$ cat src/rtl/lfsr_pkg.sv
// Shared types and helpers for the paired LFSR stimulus generator.
// galois_step works on a 64-bit container so one function serves any LFSR width up to 64.
package lfsr_pkg;

    localparam logic [31:0] DEF_DATA_TAPS = 32'h0040_0006;
    localparam logic [9:0]  DEF_ADDR_TAPS = 10'h008;

    typedef enum logic [1:0] {
        IDLE,
        RUN,
        DONE
    } gen_state_e;

    // One Galois shift: feedback is the MSB, and bit 0 always receives it.
    function automatic logic [63:0] galois_step(
        input logic [63:0] s,
        input logic [63:0] taps,
        input int unsigned w
    );
        logic [63:0] mask;
        logic [63:0] nxt;
        logic        fb;
        mask = (w >= 64) ? '1 : ((64'd1 << w) - 64'd1);
        fb   = |(s & (64'd1 << (w - 1)));
        nxt  = (s << 1) & mask;
        if (fb) begin
            nxt = nxt ^ ((taps | 64'd1) & mask);
        end
        return nxt;
    endfunction

endpackage

$ cat src/rtl/lfsr_galois.sv
// Single Galois LFSR with a runtime seed load and an unrolled multi-step advance.
// A zero seed is replaced by SEED so the register can never reach the all-zero lock-up state.
module lfsr_galois
    import lfsr_pkg::*;
#(
    parameter int           W     = 32,
    parameter logic [W-1:0] TAPS  = W'(DEF_DATA_TAPS),
    parameter logic [W-1:0] SEED  = '1,
    parameter int           STEPS = 1
) (
    input  logic         clk,
    input  logic         rstn,
    input  logic         load,
    input  logic [W-1:0] load_val,
    input  logic         step,
    output logic [W-1:0] state,
    output logic [W-1:0] state_adv,
    output logic         zero_sub
);

    localparam logic [63:0] TAPS64 = 64'(TAPS);

    if (W < 2 || W > 64) begin : g_bad_width
        $error("lfsr_galois: W must be in 2..64");
    end
    if (SEED == '0) begin : g_bad_seed
        $error("lfsr_galois: SEED must be non-zero");
    end
    if (STEPS < 1 || STEPS > W) begin : g_bad_steps
        $error("lfsr_galois: STEPS must be in 1..W");
    end

    logic [63:0] acc;

    always_comb begin
        acc = 64'(state);
        for (int i = 0; i < STEPS; i++) begin
            acc = galois_step(acc, TAPS64, W);
        end
        state_adv = W'(acc);
    end

    assign zero_sub = load && (load_val == '0);

    always_ff @(posedge clk) begin
        if (!rstn) begin
            state <= SEED;
        end else if (load) begin
            state <= zero_sub ? SEED : load_val;
        end else if (step) begin
            state <= state_adv;
        end
    end

endmodule

$ cat src/rtl/lfsr_stim_gen.sv
// Paired data/address LFSR stimulus source streaming {addr,data} words in bursts or free-running.
// out_* are registered copies of the LFSR states, refreshed on start and on every accept.
module lfsr_stim_gen
    import lfsr_pkg::*;
#(
    parameter int                DATA_W    = 32,
    parameter logic [DATA_W-1:0] DATA_TAPS = DATA_W'(DEF_DATA_TAPS),
    parameter logic [DATA_W-1:0] DATA_SEED = '1,
    parameter int                ADDR_W    = 10,
    parameter logic [ADDR_W-1:0] ADDR_TAPS = ADDR_W'(DEF_ADDR_TAPS),
    parameter logic [ADDR_W-1:0] ADDR_SEED = '1,
    parameter int                STEPS     = 1,
    parameter int                LEN_W     = 16
) (
    input  logic              clk,
    input  logic              rstn,
    input  logic              seed_load,
    input  logic [DATA_W-1:0] data_seed,
    input  logic [ADDR_W-1:0] addr_seed,
    input  logic              start,
    input  logic              abort,
    input  logic [LEN_W-1:0]  burst_len,
    output logic              out_valid,
    input  logic              out_ready,
    output logic [DATA_W-1:0] out_data,
    output logic [ADDR_W-1:0] out_addr,
    output logic              busy,
    output logic              done,
    output logic              seed_err
);

    gen_state_e        state_q, state_d;
    logic [LEN_W-1:0]  count_q, len_q;
    logic              start_ok, load_seeds, accept, last_word;
    logic [DATA_W-1:0] data_state, data_adv;
    logic [ADDR_W-1:0] addr_state, addr_adv;
    logic              data_zero, addr_zero;

    // Seed load takes priority over start, and abort takes priority over accept.
    assign start_ok   = (state_q == IDLE) && start && !seed_load;
    assign load_seeds = (state_q == IDLE) && seed_load;
    assign accept     = (state_q == RUN) && out_ready && !abort;
    assign last_word  = (len_q != '0) && (count_q == len_q - LEN_W'(1));

    assign out_valid = (state_q == RUN);
    assign busy      = (state_q == RUN);
    assign done      = (state_q == DONE);

    lfsr_galois #(
        .W     (DATA_W),
        .TAPS  (DATA_TAPS),
        .SEED  (DATA_SEED),
        .STEPS (STEPS)
    ) u_data_lfsr (
        .clk       (clk),
        .rstn      (rstn),
        .load      (load_seeds),
        .load_val  (data_seed),
        .step      (accept),
        .state     (data_state),
        .state_adv (data_adv),
        .zero_sub  (data_zero)
    );

    lfsr_galois #(
        .W     (ADDR_W),
        .TAPS  (ADDR_TAPS),
        .SEED  (ADDR_SEED),
        .STEPS (STEPS)
    ) u_addr_lfsr (
        .clk       (clk),
        .rstn      (rstn),
        .load      (load_seeds),
        .load_val  (addr_seed),
        .step      (accept),
        .state     (addr_state),
        .state_adv (addr_adv),
        .zero_sub  (addr_zero)
    );

    always_ff @(posedge clk) begin
        if (!rstn) begin
            state_q <= IDLE;
        end else begin
            state_q <= state_d;
        end
    end

    always_comb begin
        state_d = state_q;
        case (state_q)
            IDLE: begin
                if (start_ok) begin
                    state_d = RUN;
                end
            end
            RUN: begin
                if (abort) begin
                    state_d = IDLE;
                end else if (accept && last_word) begin
                    state_d = DONE;
                end
            end
            DONE: begin
                state_d = IDLE;
            end
            default: begin
                state_d = IDLE;
            end
        endcase
    end

    // Output words track the LFSRs: current state at start, advanced state on accept.
    always_ff @(posedge clk) begin
        if (!rstn) begin
            count_q  <= '0;
            len_q    <= '0;
            out_data <= '0;
            out_addr <= '0;
            seed_err <= 1'b0;
        end else begin
            if (start_ok) begin
                count_q  <= '0;
                len_q    <= burst_len;
                out_data <= data_state;
                out_addr <= addr_state;
            end
            if (accept) begin
                count_q  <= count_q + LEN_W'(1);
                out_data <= data_adv;
                out_addr <= addr_adv;
            end
            if (data_zero || addr_zero) begin
                seed_err <= 1'b1;
            end
        end
    end

endmodule

$ cat config.mk
export PLATFORM = sky130hd
export DESIGN_NAME = lfsr_stim_gen
export DESIGN_NICKNAME = d
export VERILOG_FILES = /design/src/rtl/lfsr_pkg.sv /design/src/rtl/lfsr_galois.sv /design/src/rtl/lfsr_stim_gen.sv
export SDC_FILE = /design/constraint.sdc
export NUM_CORES = 1
export LEC_CHECK = 0
export CORE_MARGIN = 4
export CORE_UTILIZATION = 55
export CTS_BUF_LIST = sky130_fd_sc_hd__clkbuf_4 sky130_fd_sc_hd__clkbuf_8 sky130_fd_sc_hd__clkbuf_16
export DETAILED_ROUTE_END_ITERATION = 10
export GPL_TIMING_DRIVEN = 0
export HOLD_SLACK_MARGIN = 0.15
export MAX_ROUTING_LAYER = met4
export PLACE_DENSITY = 0.88
export SETUP_SLACK_MARGIN = 0.4
export SLEW_MARGIN = 20
export SYNTH_ARGS = -nofsm -noshare
export SYNTH_HDL_FRONTEND = slang
export SYNTH_SLANG_ARGS = --single-unit
$ cat constraint.sdc
create_clock -name clk -period 4.25 [get_ports clk]
set_input_delay 1.0625 -clock clk [delete_from_list [all_inputs] [get_ports clk]]
set_output_delay 1.0625 -clock clk [all_outputs]
set_load 0.05 [all_outputs]
* Yosys cells after proc, flatten, opt, wreduce, memory -nomap -nowiden *
Cells that the tools add are included.

cells by class
  add/subtract/negate cells = 2
  $lt $le $gt $ge = 0
  multiply operators = 0
  equality and inequality tests = 5
  bitwise gates (word level) = 2
  muxes and demuxes = 18
  shift-type cells = 0
  reduce and logical (&&, ||, !) cells = 19
  divide/modulo/power cells = 0

operator list
  operator               number
  $mux 32                5
  $mux 10                5
  $logic_not 32->1       1
  $mux 16                2
  $mux 23                1
  $add 16x1->16 const B  1
  $eq 16x16->1           1
  $reduce_bool 16->1     1
  $sub 16x1->16 const B  1
  $logic_not 10->1       1
  $logic_and 1x1->1      9
  $mux 2                 3
  $mux 4                 1
  $not 4->4              1
  $pmux 2 s2             1
  $reduce_bool 2->1      2
  $ne 3x2->1 const B     1
  $eq 2x1->1 const B     1
  $eq 2x2->1 const B     1
  $logic_not 1->1        2
  $logic_not 2->1        1
  $ne 2x2->1 const B     1
  $not 2->2              1
  $reduce_and 2->1       1
  $logic_or 1x1->1       1

word-level totals
  bits in latches = 0
  memories kept = 0
  input bits = 64
  memory bits (writable) = 0
  register bits = 119
  output and inout bits = 46
  bits in read-only memories = 0

* Longest topological paths before layout *
  depth in word-level cells = 7
  depth in mapped cells = 8
  mapped depth without buffers = 8

* Hierarchy *
A second synthesis with hierarchy kept.

second synthesis, totals
  cell total of the unflattened synthesis = 683
  area total of the unflattened synthesis = 6164.7 µm²

by module, submodules not included
  module                     area each (µm²)  cells each  instances  sequential area each (µm²)
  lfsr_stim_gen              3854.9           462         1          1541.5
  lfsr_galois (u_data_lfsr)  1684.1           158         1          640.6
  lfsr_galois (u_addr_lfsr)  625.6            63          1          200.2

* Least setup slack after synthesis *
Ideal clock, no wire load.

  kind = reg-to-output
  start = reg state_q[0]
  end = out out_valid
  buffers on the path = 1
  arrival = 1.461 ns
  data required time = 3.188 ns
  cell stages (with the launch flop) = 3
  path slack = 1.727 ns
  cell sequence = dfxtp_1 nor2b_1 buf_4

on the way
  cells in the longest elaborated chain, start to end = 1

ends and longest elaborated chain
  what                    RTL line             source
  from (decl)             lfsr_stim_gen.sv:32  gen_state_e state_q, state_d;
  from (signal assigned)  lfsr_stim_gen.sv:85  state_q <= state_d;
  $eq 2x1->1              -
  to (decl)               lfsr_stim_gen.sv:23  output logic out_valid,

Every way passes these cells.

* Worst setup path after layout *
  start = in out_ready
  end = reg count_q[2]

on the way
  cells in the longest elaborated chain, start to end = 3

ends and longest elaborated chain
  what                                                 RTL line              source
  from (decl)                                          lfsr_stim_gen.sv:24   input logic out_ready,
  $logic_and 1x1->1 * (2 in a row)                     lfsr_stim_gen.sv:42   assign accept = (state_q == RUN) && out_ready && !abort;
  $mux 16 / $reduce_bool 2->1 (equally long branches)  -
  to (signal assigned)                                 lfsr_stim_gen.sv:129  count_q <= count_q + LEN_W'(1);
  to (decl)                                            lfsr_stim_gen.sv:33   logic [LEN_W-1:0] count_q, len_q;

Every way passes the cells marked *; elsewhere a longest branch is shown, timed or not.
A chain may end at the register's enable or synchronous reset.

==> report_table.html <==
<table>
<tr><th>Metric</th><th>Value</th></tr>
<tr><th colspan="2">Drt</th></tr>
<tr><td>Post-route antenna net violation count</td><td>0</td></tr>
<tr><td>Via total after detailed routing</td><td>~6000</td></tr>
<tr><td>Post-detailed-routing wire length</td><td>16800 um</td></tr>
<tr><td>Average wire per cell in the routed design</td><td>about 17 um</td></tr>
<tr><td>Vias per std cell</td><td>around 6</td></tr>
<tr><td>Detailed router's first-iteration violation count</td><td>around 570</td></tr>
<tr><td># DRC</td><td>0</td></tr>
<tr><td>Count of TritonRoute iterations in the first routing pass</td><td>6</td></tr>
<tr><th colspan="2">Clock tree</th></tr>
<tr><td>Resized Gates After CTS</td><td>0</td></tr>
<tr><td>Clock-pin slew on the worst setup and hold paths</td><td>60 ps</td></tr>
<tr><td>TritonCTS clock tree</td><td>done</td></tr>
<tr><td>Skew-Pair Late Insertion Delay</td><td>around 520 ps</td></tr>
<tr><td>Number of buffers on the longest clock path</td><td>2</td></tr>
<tr><td>Total clock sinks</td><td>roughly 120</td></tr>
<tr><td>Post-CTS setup-driven buffer insertion count</td><td>0</td></tr>
<tr><td>H-Tree Depth</td><td>4</td></tr>
<tr><td>Inserted Clock Buffers</td><td>17</td></tr>
<tr><td>CTS hold repair buffers</td><td>0</td></tr>
<tr><td>Library cell used as clock root buffer</td><td>sky130_fd_sc_hd__clkbuf_8</td></tr>
<tr><th colspan="2">Setup path</th></tr>
<tr><td>Data required time of the worst path</td><td>around 4600 ps</td></tr>
<tr><td>Data arrival time of the critical path</td><td>around 3600 ps</td></tr>
<tr><td>Worst Setup End Kind</td><td>register</td></tr>
<tr><td>Classification of the worst setup path</td><td>input port to register</td></tr>
<tr><td>Biggest fanout along the worst timing path</td><td>10</td></tr>
<tr><td>R2R cell count</td><td>8</td></tr>
<tr><td>Startpoint types</td><td>input port</td></tr>
<tr><th colspan="2">Yosys</th></tr>
<tr><td>Arithmetic-cell share of the synthesized area counting full adders, half adders and majority gates</td><td>less than 1%</td></tr>
<tr><td>Proportion of register bits with asynchronous set or reset after synthesis</td><td>0%</td></tr>
<tr><td>Largest family of logic cells by synthesized area</td><td>simple AND/OR/NAND/NOR gates</td></tr>
<tr><td>Syn_nets</td><td>roughly 760</td></tr>
<tr><td>Simple-Gate Fraction of Synth Area</td><td>25.0%</td></tr>
<tr><td>Area share of xor/xnor cells in the synthesized design</td><td>between 3 and 4%</td></tr>
<tr><td>Post-synthesis instance total</td><td>690</td></tr>
<tr><td>YS warnings</td><td>0</td></tr>
<tr><td>Sequential fraction of the synthesis area</td><td>between 40% and 50%</td></tr>
<tr><td>Share of the synthesized area in compound gates (AO/OA/AOI/OAI)</td><td>about 22%</td></tr>
<tr><td>Distinct cell type count of the synthesized netlist</td><td>around 50</td></tr>
<tr><td>Multiplexer fraction of the synthesized cell area</td><td>0.806%</td></tr>
<tr><td>Number of enable-type register cells in the synthesized netlist</td><td>0</td></tr>
<tr><td>Dominant register cell in the synthesized netlist</td><td>sky130_fd_sc_hd__dfxtp_1</td></tr>
<tr><td>Mean Syn Cell Area</td><td>between 7 and 8 sq um</td></tr>
<tr><td>Flip-flop and latch count after synthesis</td><td>119</td></tr>
<tr><td>Post-synthesis instance area</td><td>0.00544 sq mm</td></tr>
<tr><th colspan="2">Finish</th></tr>
<tr><td>Share of cells above drive strength 1</td><td>under 10%</td></tr>
<tr><td>FF/Latch Area</td><td>0.00238 sq mm</td></tr>
<tr><td>Number of diodes added for antenna fixing</td><td>0</td></tr>
<tr><td>Number of nets in the layout</td><td>approximately 880</td></tr>
<tr><td>Synth-to-layout area growth</td><td>34.0%</td></tr>
<tr><td>Post-layout utilization of the core</td><td>75.2%</td></tr>
<tr><td>Number of filler cells placed in the layout</td><td>~680</td></tr>
<tr><td>Most frequent standard cell in the layout excluding fill and tap cells</td><td>sky130_fd_sc_hd__nand2_1</td></tr>
<tr><td>Commonest non-fill, non-tap cells in the layout</td><td>sky130_fd_sc_hd__nand2_1 (148), sky130_fd_sc_hd__dfxtp_1 (119), sky130_fd_sc_hd__clkdlybuf4s50_1 (108), sky130_fd_sc_hd__a21oi_1 (74), sky130_fd_sc_hd__nor2_1 (67)</td></tr>
<tr><td>Multi-input logic area</td><td>between 0.002 and 0.003 sq mm</td></tr>
<tr><th colspan="2">Die</th></tr>
<tr><td>Rows</td><td>36</td></tr>
<tr><td>Initial Util</td><td>56.1%</td></tr>
<tr><td>Horizontal die dimension</td><td>107 um</td></tr>
<tr><td>Standard cell core area</td><td>0.00968 sq mm</td></tr>
<tr><td>DIE AREA</td><td>~0.012 sq mm</td></tr>
<tr><td>Number of I/O pins</td><td>110</td></tr>
<tr><td>DIE HEIGHT</td><td>~110 um</td></tr>
<tr><th colspan="2">Power and ir drop</th></tr>
<tr><td>Leakage power total</td><td>~2.6 nW</td></tr>
<tr><td>Cell Pwr Density</td><td>442 mW/mm^2</td></tr>
<tr><td>Share of power burned in combinational logic</td><td>16.6%</td></tr>
<tr><td>Proportion of power drawn by the clock network</td><td>44.8%</td></tr>
<tr><td>Cell-internal power</td><td>about 2.3 mW</td></tr>
<tr><td>Switching component of the power</td><td>slightly above 0.9 mW</td></tr>
<tr><td>Sw Share</td><td>approximately 29%</td></tr>
<tr><td>IR drop worst, VDD</td><td>0.000232 V</td></tr>
<tr><td>Part of the power in registers</td><td>approximately two fifths</td></tr>
<tr><th colspan="2">Global route</th></tr>
<tr><td>Via count of the first global-routing pass</td><td>~5700</td></tr>
<tr><td>Wire length of the first global-routing pass</td><td>approximately 27000 um</td></tr>
<tr><td>Initial antenna violation count</td><td>0</td></tr>
<tr><td>GRT Total Usage</td><td>a little under a third</td></tr>
<tr><td>Pin count of the biggest net entering global routing</td><td>17</td></tr>
<tr><td>Total congestion overflow after global routing</td><td>0</td></tr>
<tr><th colspan="2">Worst hold path</th></tr>
<tr><td>Hold WC Path Type</td><td>register to register</td></tr>
<tr><td>Worst hold stages</td><td>2</td></tr>
<tr><th colspan="2">Status</th></tr>
<tr><td>Status</td><td>complete, no violations</td></tr>
<tr><th colspan="2">Timing</th></tr>
<tr><td>Worst slew pin tran</td><td>approximately 750 ps</td></tr>
<tr><td>Post-Route Skew</td><td>12.8 ps</td></tr>
<tr><td>Number of endpoints failing setup at the final stage</td><td>0</td></tr>
<tr><td>Number of failing hold endpoints at the final stage</td><td>0</td></tr>
<tr><td>Highest clock rate</td><td>315 MHz</td></tr>
<tr><td>RSZ-0062 raised after global routing</td><td>no</td></tr>
<tr><td>Tightest hold margin</td><td>about 450 ps</td></tr>
<tr><td>Max transition margin</td><td>about 50%</td></tr>
<tr><td>Max-slew violation count</td><td>0</td></tr>
<tr><td>Total Negative Setup Slacks</td><td>0 ps</td></tr>
<tr><td>Post-layout minimum cycle time</td><td>3180 ps</td></tr>
<tr><td>Part of the cycle the worst path needs</td><td>between 70% and 80%</td></tr>
<tr><th colspan="2">Place</th></tr>
<tr><td>Half-perimeter wire length after detailed placement</td><td>12100 um</td></tr>
<tr><td>Port Buffer Count</td><td>around 110</td></tr>
<tr><td>Placer Congestion</td><td>between 0.9 and 1</td></tr>
<tr><th colspan="2">Run</th></tr>
<tr><td>Max cap viols</td><td>0</td></tr>
</table>
-- critical path: stages --
cell                              delay, ps
sky130_fd_sc_hd__clkdlybuf4s50_1        490
sky130_fd_sc_hd__nor4bb_1               550
sky130_fd_sc_hd__clkbuf_1               460
sky130_fd_sc_hd__nor2_1                 300
sky130_fd_sc_hd__clkbuf_1               350
sky130_fd_sc_hd__o21ai_0                250
sky130_fd_sc_hd__a21oi_1                 90
-- synth_stat cells (2+ instances only) --
| cell type | n | area share (%) |
|---|---|---|
| sky130_fd_sc_hd__a2111oi_0 | 3 | 0.48 |
| sky130_fd_sc_hd__a211o_1 | 2 | 0.32 |
| sky130_fd_sc_hd__a211oi_1 | 3 | 0.41 |
| sky130_fd_sc_hd__a21oi_1 | 74 | 6.8 |
| sky130_fd_sc_hd__a221oi_1 | 4 | 0.64 |
| sky130_fd_sc_hd__a22oi_1 | 19 | 2.6 |
| sky130_fd_sc_hd__a31oi_1 | 28 | 3.2 |
| sky130_fd_sc_hd__and2_1 | 3 | 0.35 |
| sky130_fd_sc_hd__and3_1 | 6 | 0.69 |
| sky130_fd_sc_hd__and4_1 | 2 | 0.32 |
| sky130_fd_sc_hd__buf_1 | 2 | 0.14 |
| sky130_fd_sc_hd__clkbuf_1 | 42 | 2.9 |
| sky130_fd_sc_hd__dfxtp_1 | 119 | 44 |
| sky130_fd_sc_hd__ha_1 | 3 | 0.69 |
| sky130_fd_sc_hd__inv_1 | 7 | 0.48 |
| sky130_fd_sc_hd__mux2_2 | 3 | 0.62 |
| sky130_fd_sc_hd__nand2_1 | 148 | 10 |
| sky130_fd_sc_hd__nand2b_1 | 3 | 0.35 |
| sky130_fd_sc_hd__nand3_1 | 17 | 1.6 |
| sky130_fd_sc_hd__nand3b_1 | 5 | 0.69 |
| sky130_fd_sc_hd__nand4_1 | 6 | 0.69 |
| sky130_fd_sc_hd__nor2_1 | 67 | 4.6 |
| sky130_fd_sc_hd__nor2b_1 | 5 | 0.58 |
| sky130_fd_sc_hd__nor3_1 | 8 | 0.74 |
| sky130_fd_sc_hd__nor3b_1 | 3 | 0.41 |
| sky130_fd_sc_hd__nor4_1 | 13 | 1.5 |
| sky130_fd_sc_hd__nor4b_1 | 2 | 0.32 |
| sky130_fd_sc_hd__o211ai_1 | 34 | 4.7 |
| sky130_fd_sc_hd__o21ai_0 | 9 | 0.83 |
| sky130_fd_sc_hd__o221ai_1 | 3 | 0.48 |
| sky130_fd_sc_hd__o31ai_1 | 2 | 0.28 |
| sky130_fd_sc_hd__or2_2 | 2 | 0.23 |
| sky130_fd_sc_hd__or3_1 | 4 | 0.46 |
| sky130_fd_sc_hd__or3_4 | 2 | 0.41 |
| sky130_fd_sc_hd__or4_4 | 2 | 0.41 |
| sky130_fd_sc_hd__xnor2_1 | 13 | 2.1 |
| sky130_fd_sc_hd__xor2_1 | 8 | 1.3 |
-- state kept, by name, indices dropped and copies added (netlist names) --
name and count:
count_q 16, len_q 16, out_addr 10, out_data 32, seed_err 1, state_q 2
u_addr_lfsr.state 10, u_data_lfsr.state 32
-- through the flow --
stage               area [sq um]  power (mW)  instances  worst slack, ps
finish                      7290        3.22        963             1070
global route                7290        3.33        963              959
CTS                         7280        3.22        963              952
detailed placement          6680        1.79        931              506
global placement            6680        1.77        931              546
floorplan                   5440        1.58        690             1730
-- final timing paths --
check / start / end / slack [ps]
setup / recovery: out_ready / count_q[2] / 1070
setup reg to reg: len_q[0] / state_q[1] / 1670
hold reg to reg: out_addr[2] / out_addr[2] / 450
hold / removal: out_addr[2] / out_addr[2] / 450
-- layout make-up --
| cell class | instances | share of cell area [%] |
|---|---|---|
| clock inverter | 14 | 2.40 |
| sequential | 119 | 32.7 |
| multi-input combinational | 518 | 39.2 |
| tap | 133 | 2.28 |
| inverter | 7 | 0.361 |
| buffer | 46 | 2.44 |
| timing repair buffer | 108 | 14.8 |
| clock buffer | 18 | 5.79 |
-- kinds of logic (layout without fill, tap and decap cells) --
group | Yosys count | in the layout
adder cells (fa/ha/maj) | 3 | 3
XOR/XNOR | 22 | 22
AO/OA/AOI/OAI | 188 | 188
AND/OR/NAND/NOR | 301 | 301
multiplexers | 4 | 4
flip-flops | 119 | 119
buffers and inverters | 53 | 193
-- power by group through the flow --
stage                     clock network, mW  logic [mW]  registers (mW)
after floorplan                           0       0.222            1.36
after global placement                    0       0.513            1.26
after detailed placement                  0       0.524            1.26
after CTS                              1.45       0.528            1.24
after global routing                   1.50       0.573            1.25
final                                  1.44       0.534            1.24
-- per-layer routing --
| metal | global-route usage, % | routed length, um | part of all wire, % | vias to the layer above |
|---|---|---|---|---|
| li1 | - | - | - | 2727 |
| met1 | 38.1 | 6870 | 41 | 2691 |
| met2 | 47.7 | 7840 | 47 | 353 |
| met3 | 7.56 | 1640 | 9.7 | 65 |
| met4 | 12.0 | 472 | 2.8 | 0 |
| met5 | - | 0 | 0 | - |
(Power assumes the default switching activity.)
